**config.mk**
```make
export PLATFORM = sky130hd
export DESIGN_NAME = muldiv_unit
export DESIGN_NICKNAME = d
export VERILOG_FILES = /design/src/rtl/muldiv_unit.sv
export SDC_FILE = /design/constraint.sdc
export NUM_CORES = 1
export LEC_CHECK = 0
export CAP_MARGIN = 20
export CELL_PAD_IN_SITES_DETAIL_PLACEMENT = 0
export CELL_PAD_IN_SITES_GLOBAL_PLACEMENT = 1
export CORE_ASPECT_RATIO = 1.25
export CORE_MARGIN = 5
export CORE_UTILIZATION = 37
export CTS_CLUSTER_SIZE = 20
export DETAILED_ROUTE_END_ITERATION = 7
export GPL_TIMING_DRIVEN = 0
export PLACE_DENSITY_LB_ADDON = 0.1
export SYNTH_ARGS = -nofsm -noshare
export SYNTH_HDL_FRONTEND = slang
export SYNTH_SLANG_ARGS = --single-unit
```
**constraint.sdc**
```tcl
create_clock -name clk -period 4.7 [get_ports clk]
set_input_delay 1.41 -clock clk [delete_from_list [all_inputs] [get_ports clk]]
set_output_delay 1.41 -clock clk [all_outputs]
set_load 0.005 [all_outputs]
```
**src/rtl/muldiv_unit.sv**
```systemverilog
// Multi-cycle unsigned MULTU/DIVU unit holding HI/LO and serving MFHI/MFLO reads.
// Define MULDIV_DIV_EN to build the restoring divider; otherwise DIVU completes at once with HI/LO unchanged.
module muldiv_unit #(
    parameter int WIDTH = 32
) (
    input  logic             clk,
    input  logic             reset,
    input  logic             start,
    input  logic [1:0]       op,
    input  logic [WIDTH-1:0] src_a,
    input  logic [WIDTH-1:0] src_b,
    output logic             busy,
    output logic             done,
    output logic             stall,
    output logic [WIDTH-1:0] hi,
    output logic [WIDTH-1:0] lo,
    output logic [WIDTH-1:0] rd_data
);

    localparam int CNT_W = $clog2(WIDTH) + 1;

    typedef enum logic [1:0] {
        S_IDLE = 2'd0,
        S_MUL  = 2'd1,
`ifdef MULDIV_DIV_EN
        S_DIV  = 2'd2,
`endif
        S_DONE = 2'd3
    } state_t;

    localparam logic [1:0] OP_MFHI = 2'b10;

    state_t             state_q, state_d;
    logic [CNT_W-1:0]   cnt;
    logic [WIDTH-1:0]   op_b;
    logic [2*WIDTH-1:0] acc;
    logic               accept;
    logic               last_iter;
    logic [WIDTH:0]     mul_sum;
    logic [2*WIDTH-1:0] mul_next;

`ifdef MULDIV_DIV_EN
    logic [WIDTH-1:0]   rem;
    logic [WIDTH-1:0]   quo;
    logic [WIDTH:0]     div_shift;
    logic               div_ge;
    logic [WIDTH-1:0]   div_rem_next;
    logic [WIDTH-1:0]   div_quo_next;
`endif

    assign busy    = (state_q == S_MUL)
`ifdef MULDIV_DIV_EN
                   || (state_q == S_DIV)
`endif
                   ;
    assign done    = (state_q == S_DONE);
    assign stall   = start && busy;
    assign rd_data = (op == OP_MFHI) ? hi : lo;

    // Only MULTU/DIVU (op[1]=0) are accepted, and only when no iteration is running.
    assign accept    = start && !op[1] && ((state_q == S_IDLE) || (state_q == S_DONE));
    assign last_iter = (cnt == CNT_W'(WIDTH - 1));

    // Shift-add step: conditional add into the upper half, then shift {carry, P} right.
    assign mul_sum  = {1'b0, acc[2*WIDTH-1:WIDTH]} + (acc[0] ? {1'b0, op_b} : '0);
    assign mul_next = {mul_sum, acc[WIDTH-1:1]};

`ifdef MULDIV_DIV_EN
    // Restoring step; the stored remainder always fits WIDTH bits, so the
    // subtraction only needs the low WIDTH bits of the shifted value.
    assign div_shift    = {rem, quo[WIDTH-1]};
    assign div_ge       = (div_shift >= {1'b0, op_b});
    assign div_rem_next = div_ge ? (div_shift[WIDTH-1:0] - op_b) : div_shift[WIDTH-1:0];
    assign div_quo_next = {quo[WIDTH-2:0], div_ge};
`endif

    // NOTE: every output of a combinational block gets a default first, so no path infers a latch.
    always_comb begin
        state_d = state_q;
        unique case (state_q)
            S_IDLE, S_DONE: begin
                state_d = S_IDLE;
                if (accept) begin
`ifdef MULDIV_DIV_EN
                    state_d = op[0] ? S_DIV : S_MUL;
`else
                    state_d = op[0] ? S_DONE : S_MUL;
`endif
                end
            end
            S_MUL: if (last_iter) state_d = S_DONE;
`ifdef MULDIV_DIV_EN
            S_DIV: if (last_iter) state_d = S_DONE;
`endif
            default: state_d = S_IDLE;
        endcase
    end

    // NOTE: state is written with non-blocking assignments so every register samples pre-edge values.
    always_ff @(posedge clk) begin
        if (reset) begin
            // NOTE: all datapath registers are cleared too, so an aborted operation leaves nothing behind.
            state_q <= S_IDLE;
            cnt     <= '0;
            op_b    <= '0;
            acc     <= '0;
            hi      <= '0;
            lo      <= '0;
`ifdef MULDIV_DIV_EN
            rem     <= '0;
            quo     <= '0;
`endif
        end else begin
            state_q <= state_d;
            if (accept) begin
                cnt  <= '0;
                op_b <= src_b;
                acc  <= {{WIDTH{1'b0}}, src_a};
`ifdef MULDIV_DIV_EN
                rem  <= '0;
                quo  <= src_a;
`endif
            end else if (state_q == S_MUL) begin
                cnt <= cnt + 1'b1;
                acc <= mul_next;
                if (last_iter) begin
                    hi <= mul_next[2*WIDTH-1:WIDTH];
                    lo <= mul_next[WIDTH-1:0];
                end
`ifdef MULDIV_DIV_EN
            end else if (state_q == S_DIV) begin
                cnt <= cnt + 1'b1;
                rem <= div_rem_next;
                quo <= div_quo_next;
                if (last_iter) begin
                    hi <= div_rem_next;
                    lo <= div_quo_next;
                end
`endif
            end
        end
    end

endmodule

```
==> results.cfg, run 1 <==
[die]
fp.dieW_um = 150
initial_core_util = 0.374
rows = 64
fp.dieH_um = 186
pin_count = 168
core_area_mm2 = 0.0244
dieArea_mm2 = 0.0279

[setup_path]
worstPathRequired_ns = 3.29
crit_path_max_fanout = 10
worstSetupEndpointType = primary output
cp-start-kind = input port
cp.arrival_ns = 3.20
crit_type = in -> out

[sta]
rsz0062_at_grt = no
relSlewSlack = 0.418
period_share = 0.980
tightest_slew_ns = 0.873
min_period_ns = 4.61
fmax_mhz = 217
fin_worst_skew_ns = 0.0133
finalHoldViolCount = 0
setup_violations = 0
drv_slew = 0
worst_hold_slack_ns = 0.450

[finish]
syn_to_final_growth_pct = 29.5
antenna_cells = 0
stdcell_count = 1659
fin_util = 0.484
fin_nets = 1423
final_common_cell = nand2_1
drive_above_1_share = 0.0730
final_cell_mix = 206 x nand2_1, 168 x dfxtp_1, 167 x clkdlybuf4s50_1

[grt]
antenna_found_initial = 0
grt.total_usage = 0.245
grt-ovfl-total = 0
grt_first_pass_wirelength_um = 52000
grt_max_degree = 20
grt_pass1_vias = 8972

[synth]
seq_area_frac_synth = 0.368
synth.mux.area_fraction = 0.0955
ys_warn_count = 0
synth_compound_area_frac = 0.200
synth_top_family_by_area = simple AND/OR/NAND/NOR gates
ys.flop_type = dfxtp_1
synth_fa_ha_area_frac = 0.0529
synth-xor-area-share = 0.0154
synth_simple_gate_area_frac = 0.229
ys_ff_latch = 168
async_flop_share = 0
syn_area_per_cell_um2 = 8.06
synth-edff-count = 0
syn_area_mm2 = 0.00913
synthCells = 1132
syn-num-nets = 1239
synth.distinct_cells = 68

[clock_tree]
ctsHoldBuffers = 0
cts_max_level = 4
cts_tree = built
cts.sinks = 168
post_cts_buffers = 0
root_buffer = clkbuf_16
cts_max_path_buffers = 2
clock_latency_ns = 0.45
path_clk_slew_ns = 0.06
cts_made_buffers = 17

[min_path]
hp-class = reg -> reg

[route]
wire_per_inst_um = 20.5
drtAntennaViolNets = 0
wirelength_um = 34000
via_per_inst = 5.46
first_pass_iters = 5
drc = 0
vias = 9052
drt_iter0_markers = 458

[placement]
dp_cells = 1629
hpwl_um = 26400
gp_congestion = 0.927
portBuffers = 167

[power]
power_mw = 3.30
irDropWorstVdd_uv = 248
p_leak_nw = 4.27
power_density_mw_per_mm2 = 279

[outcome]
status = finished clean

[flow_run]
drv_cap = 0
[cell families (layout without fill, tap and decap cells)]
group,after synthesis,after routing
fa+ha+maj,38,38
compound gates,282,282
xor+xnor,16,16
simple gates,453,453
buf+inv,92,289
flops,168,168
mux,83,83
[where the power goes]
group / internal (mW) / switching, mW
clock network: 0.795 / 0.667
logic: 0.137 / 0.198
registers: 1.47 / 0.0329
[through the flow]
stage / instance area [µm²] / worst slack, ns / setup TNS (ns)
floorplan: 9130 / 0.870 / 0
global placement: 11200 / -0.519 / -12.85
detailed placement: 11200 / -0.499 / -12.25
CTS: 11800 / 0.0226 / 0
global route: 11800 / 0.0507 / 0
finish: 11800 / 0.0924 / 0
[final timing paths]
kind / start / to / slack (ns) / cells past startpoint
max: op[0] / rd_data[23] / 0.09 / 5
min: op_b[9] / op_b[9] / 0.45 / 2
max reg2reg: acc[0] / hi[27] / 1.18 / 10
min reg2reg: op_b[9] / op_b[9] / 0.45 / 2
[cell type report]
cell class	instances	area, µm²
Timing Repair Buffer	167	1670
Fill cell	2473	12600
Multi-Input combinational cell	872	5410
Clock inverter	15	165
Buffer	75	313
Clock buffer	17	425
Tap cell	330	413
Inverter	15	56.3
Sequential cell	168	3360
[Yosys cell counts, drive strengths merged (6+ instances only)]
library cell	n	share of area
nand3	55	0.030
inv	15	0.0062
a21o	10	0.0084
xor2	7	0.0067
nand2	206	0.085
a211oi	45	0.039
ha	37	0.051
xnor2	9	0.0086
buf	25	0.012
a21oi	122	0.068
dfxtp	168	0.37
or3	18	0.012
nor4	7	0.0064
o21ai	34	0.019
a31oi	7	0.0048
o211ai	12	0.010
and2	36	0.025
or4	6	0.0053
o2111ai	9	0.0086
mux2i	50	0.055
nor3	16	0.0093
clkbuf	52	0.021
nand4	14	0.0096
nor2	80	0.033
o21a	7	0.0059
mux2	33	0.041
[flip-flops by register name, summed over array words and instances (netlist names)]
register,count
acc,64
cnt,6
hi,32
lo,32
op_b,32
state_q,2
[what timing repair did]
action                                  4_1_cts  5_1_grt
gates resized for setup                       8        1
endpoints found under the setup margin       30       14
pin swaps                                     0        0
[critical path, cell delays in order]
cell	delay [ns]
clkdlybuf4s50_1	0.52
nand2b_4	0.21
clkbuf_4	0.24
mux2_2	0.36
clkdlybuf4s50_1	0.47
[routing by layer]
metal / track usage / vias up / part of all wire
li1: - / 4425 / -
met4: 0.0952 / 0 / 0.032
met2: 0.428 / 263 / 0.50
met5: 0 / - / 0
met1: 0.293 / 4302 / 0.41
met3: 0.0516 / 62 / 0.056
Note: power is estimated with default switching activity, not from simulation.
==> inputs of run 2 (changes only) <==
--- a/config.mk
+++ b/config.mk
@@ -15,6 +15,7 @@
 export DETAILED_ROUTE_END_ITERATION = 7
 export GPL_TIMING_DRIVEN = 0
 export PLACE_DENSITY_LB_ADDON = 0.1
+export RECOVER_POWER = 25
 export SYNTH_ARGS = -nofsm -noshare
 export SYNTH_HDL_FRONTEND = slang
 export SYNTH_SLANG_ARGS = --single-unit
==> results.cfg, run 2 (synthesis gave the netlist of run 1 again) <==
[clock_tree]
cts_made_buffers = 17
cts_max_level = 4
post_cts_buffers = 0
path_clk_slew_ns = 0.06
cts.sinks = 168
cts_max_path_buffers = 2
cts_tree = built
clock_latency_ns = 0.46
root_buffer = clkbuf_16

[grt]
grt_first_pass_wirelength_um = 52000
grt.total_usage = 0.245
antenna_found_initial = 0
grt_max_degree = 20
grt-ovfl-total = 0
grt_pass1_vias = 8972

[power]
power_density_mw_per_mm2 = 279
p_leak_nw = 4.50
irDropWorstVdd_uv = 248
power_mw = 3.30

[setup_path]
cp-start-kind = input port
crit_path_max_fanout = 10
cp.arrival_ns = 3.20
worstPathRequired_ns = 3.29
worstSetupEndpointType = primary output
cp-startpoint = op[0]
r2r_start = acc[0]
crit_type = in -> out

[placement]
portBuffers = 167
gp_congestion = 0.927
dp_cells = 1629
hpwl_um = 26400
place_ws_ns = -0.499

[finish]
largest_reg_flops = 64
fillCellCount = 2473
stdcell_count = 1659
fin_nets = 1423
antenna_cells = 0
syn_to_final_growth_pct = 29.5
drive_above_1_share = 0.0730
final_common_cell = nand2_1
final_cell_mix = 206 x nand2_1, 168 x dfxtp_1, 119 x a21oi_1
fin_util = 0.484
largest-register = acc

[sta]
setup_violations = 0
finalHoldViolCount = 0
fin_ws_ns = 0.0899
rsz0062_at_grt = no
period_share = 0.981
fmax_mhz = 217
drv_slew = 0
min_period_ns = 4.61
fin_worst_skew_ns = 0.0165
tightest_slew_ns = 0.886
worst_hold_slack_ns = 0.450
relSlewSlack = 0.410

[die]
core_area_mm2 = 0.0244
fp.dieW_um = 150
initial_core_util = 0.374
pin_count = 168
fp.dieH_um = 186
rows = 64
dieArea_mm2 = 0.0279

[route]
drt_iter0_markers = 491
wire_per_inst_um = 20.5
first_pass_iters = 6
wirelength_um = 34000
drc = 0
vias = 9024
via_per_inst = 5.44
drtAntennaViolNets = 0

[min_path]
hp-start = op_b[9]
hp-class = reg -> reg

[outcome]
status = finished clean

[flow_run]
drv_cap = 0
run 2: worst max-delay path, cell delays in order:
cell and delay [ns]:
clkdlybuf4s50_1 0.52, nand2b_4 0.21, clkbuf_4 0.24, mux2_2 0.36
clkdlybuf4s50_1 0.47
run 2: final timing paths:
path,end,slack [ns],cells past startpoint
hold / removal,op_b[9],0.45,2
hold reg to reg,op_b[9],0.45,2
setup reg to reg,hi[27],1.18,10
setup / recovery,rd_data[23],0.09,5
run 2: through the flow:
step | setup TNS, ns | cell area [µm²]
floorplan | 0 | 9130
global placement | -12.85 | 11200
detailed placement | -12.25 | 11200
CTS | 0 | 11800
global route | 0 | 11800
finish | 0 | 11800
run 2: layout make-up:
type / count / area (µm²) / share of cell area
buffer: 75 / 313 / 0.0265
clock buffer: 17 / 425 / 0.0360
clock inverter: 15 / 165 / 0.0140
inverter: 15 / 56.3 / 0.00476
multi-input combinational: 872 / 5410 / 0.458
sequential: 168 / 3360 / 0.285
tap: 330 / 413 / 0.0349
timing repair buffer: 167 / 1670 / 0.141
run 2: timing repair:
action | CTS | global route
hold buffers | 0 | 0
resized for setup | 8 | 1
setup endpoints to repair | 30 | 14
pin swaps | 0 | 0
run 2: where the power goes:
part / total, mW / internal, mW / switching (mW)
Clock: 1.46 / 0.795 / 0.669
Sequential: 1.50 / 1.47 / 0.0328
Combinational: 0.335 / 0.137 / 0.198
run 2: layer usage:
metal / vias to the layer above / GRT usage / share of wire
met4: 0 / 0.0952 / 0.033
met5: - / 0 / 0
li1: 4424 / - / -
met2: 257 / 0.428 / 0.50
met1: 4278 / 0.293 / 0.41
met3: 65 / 0.0516 / 0.058
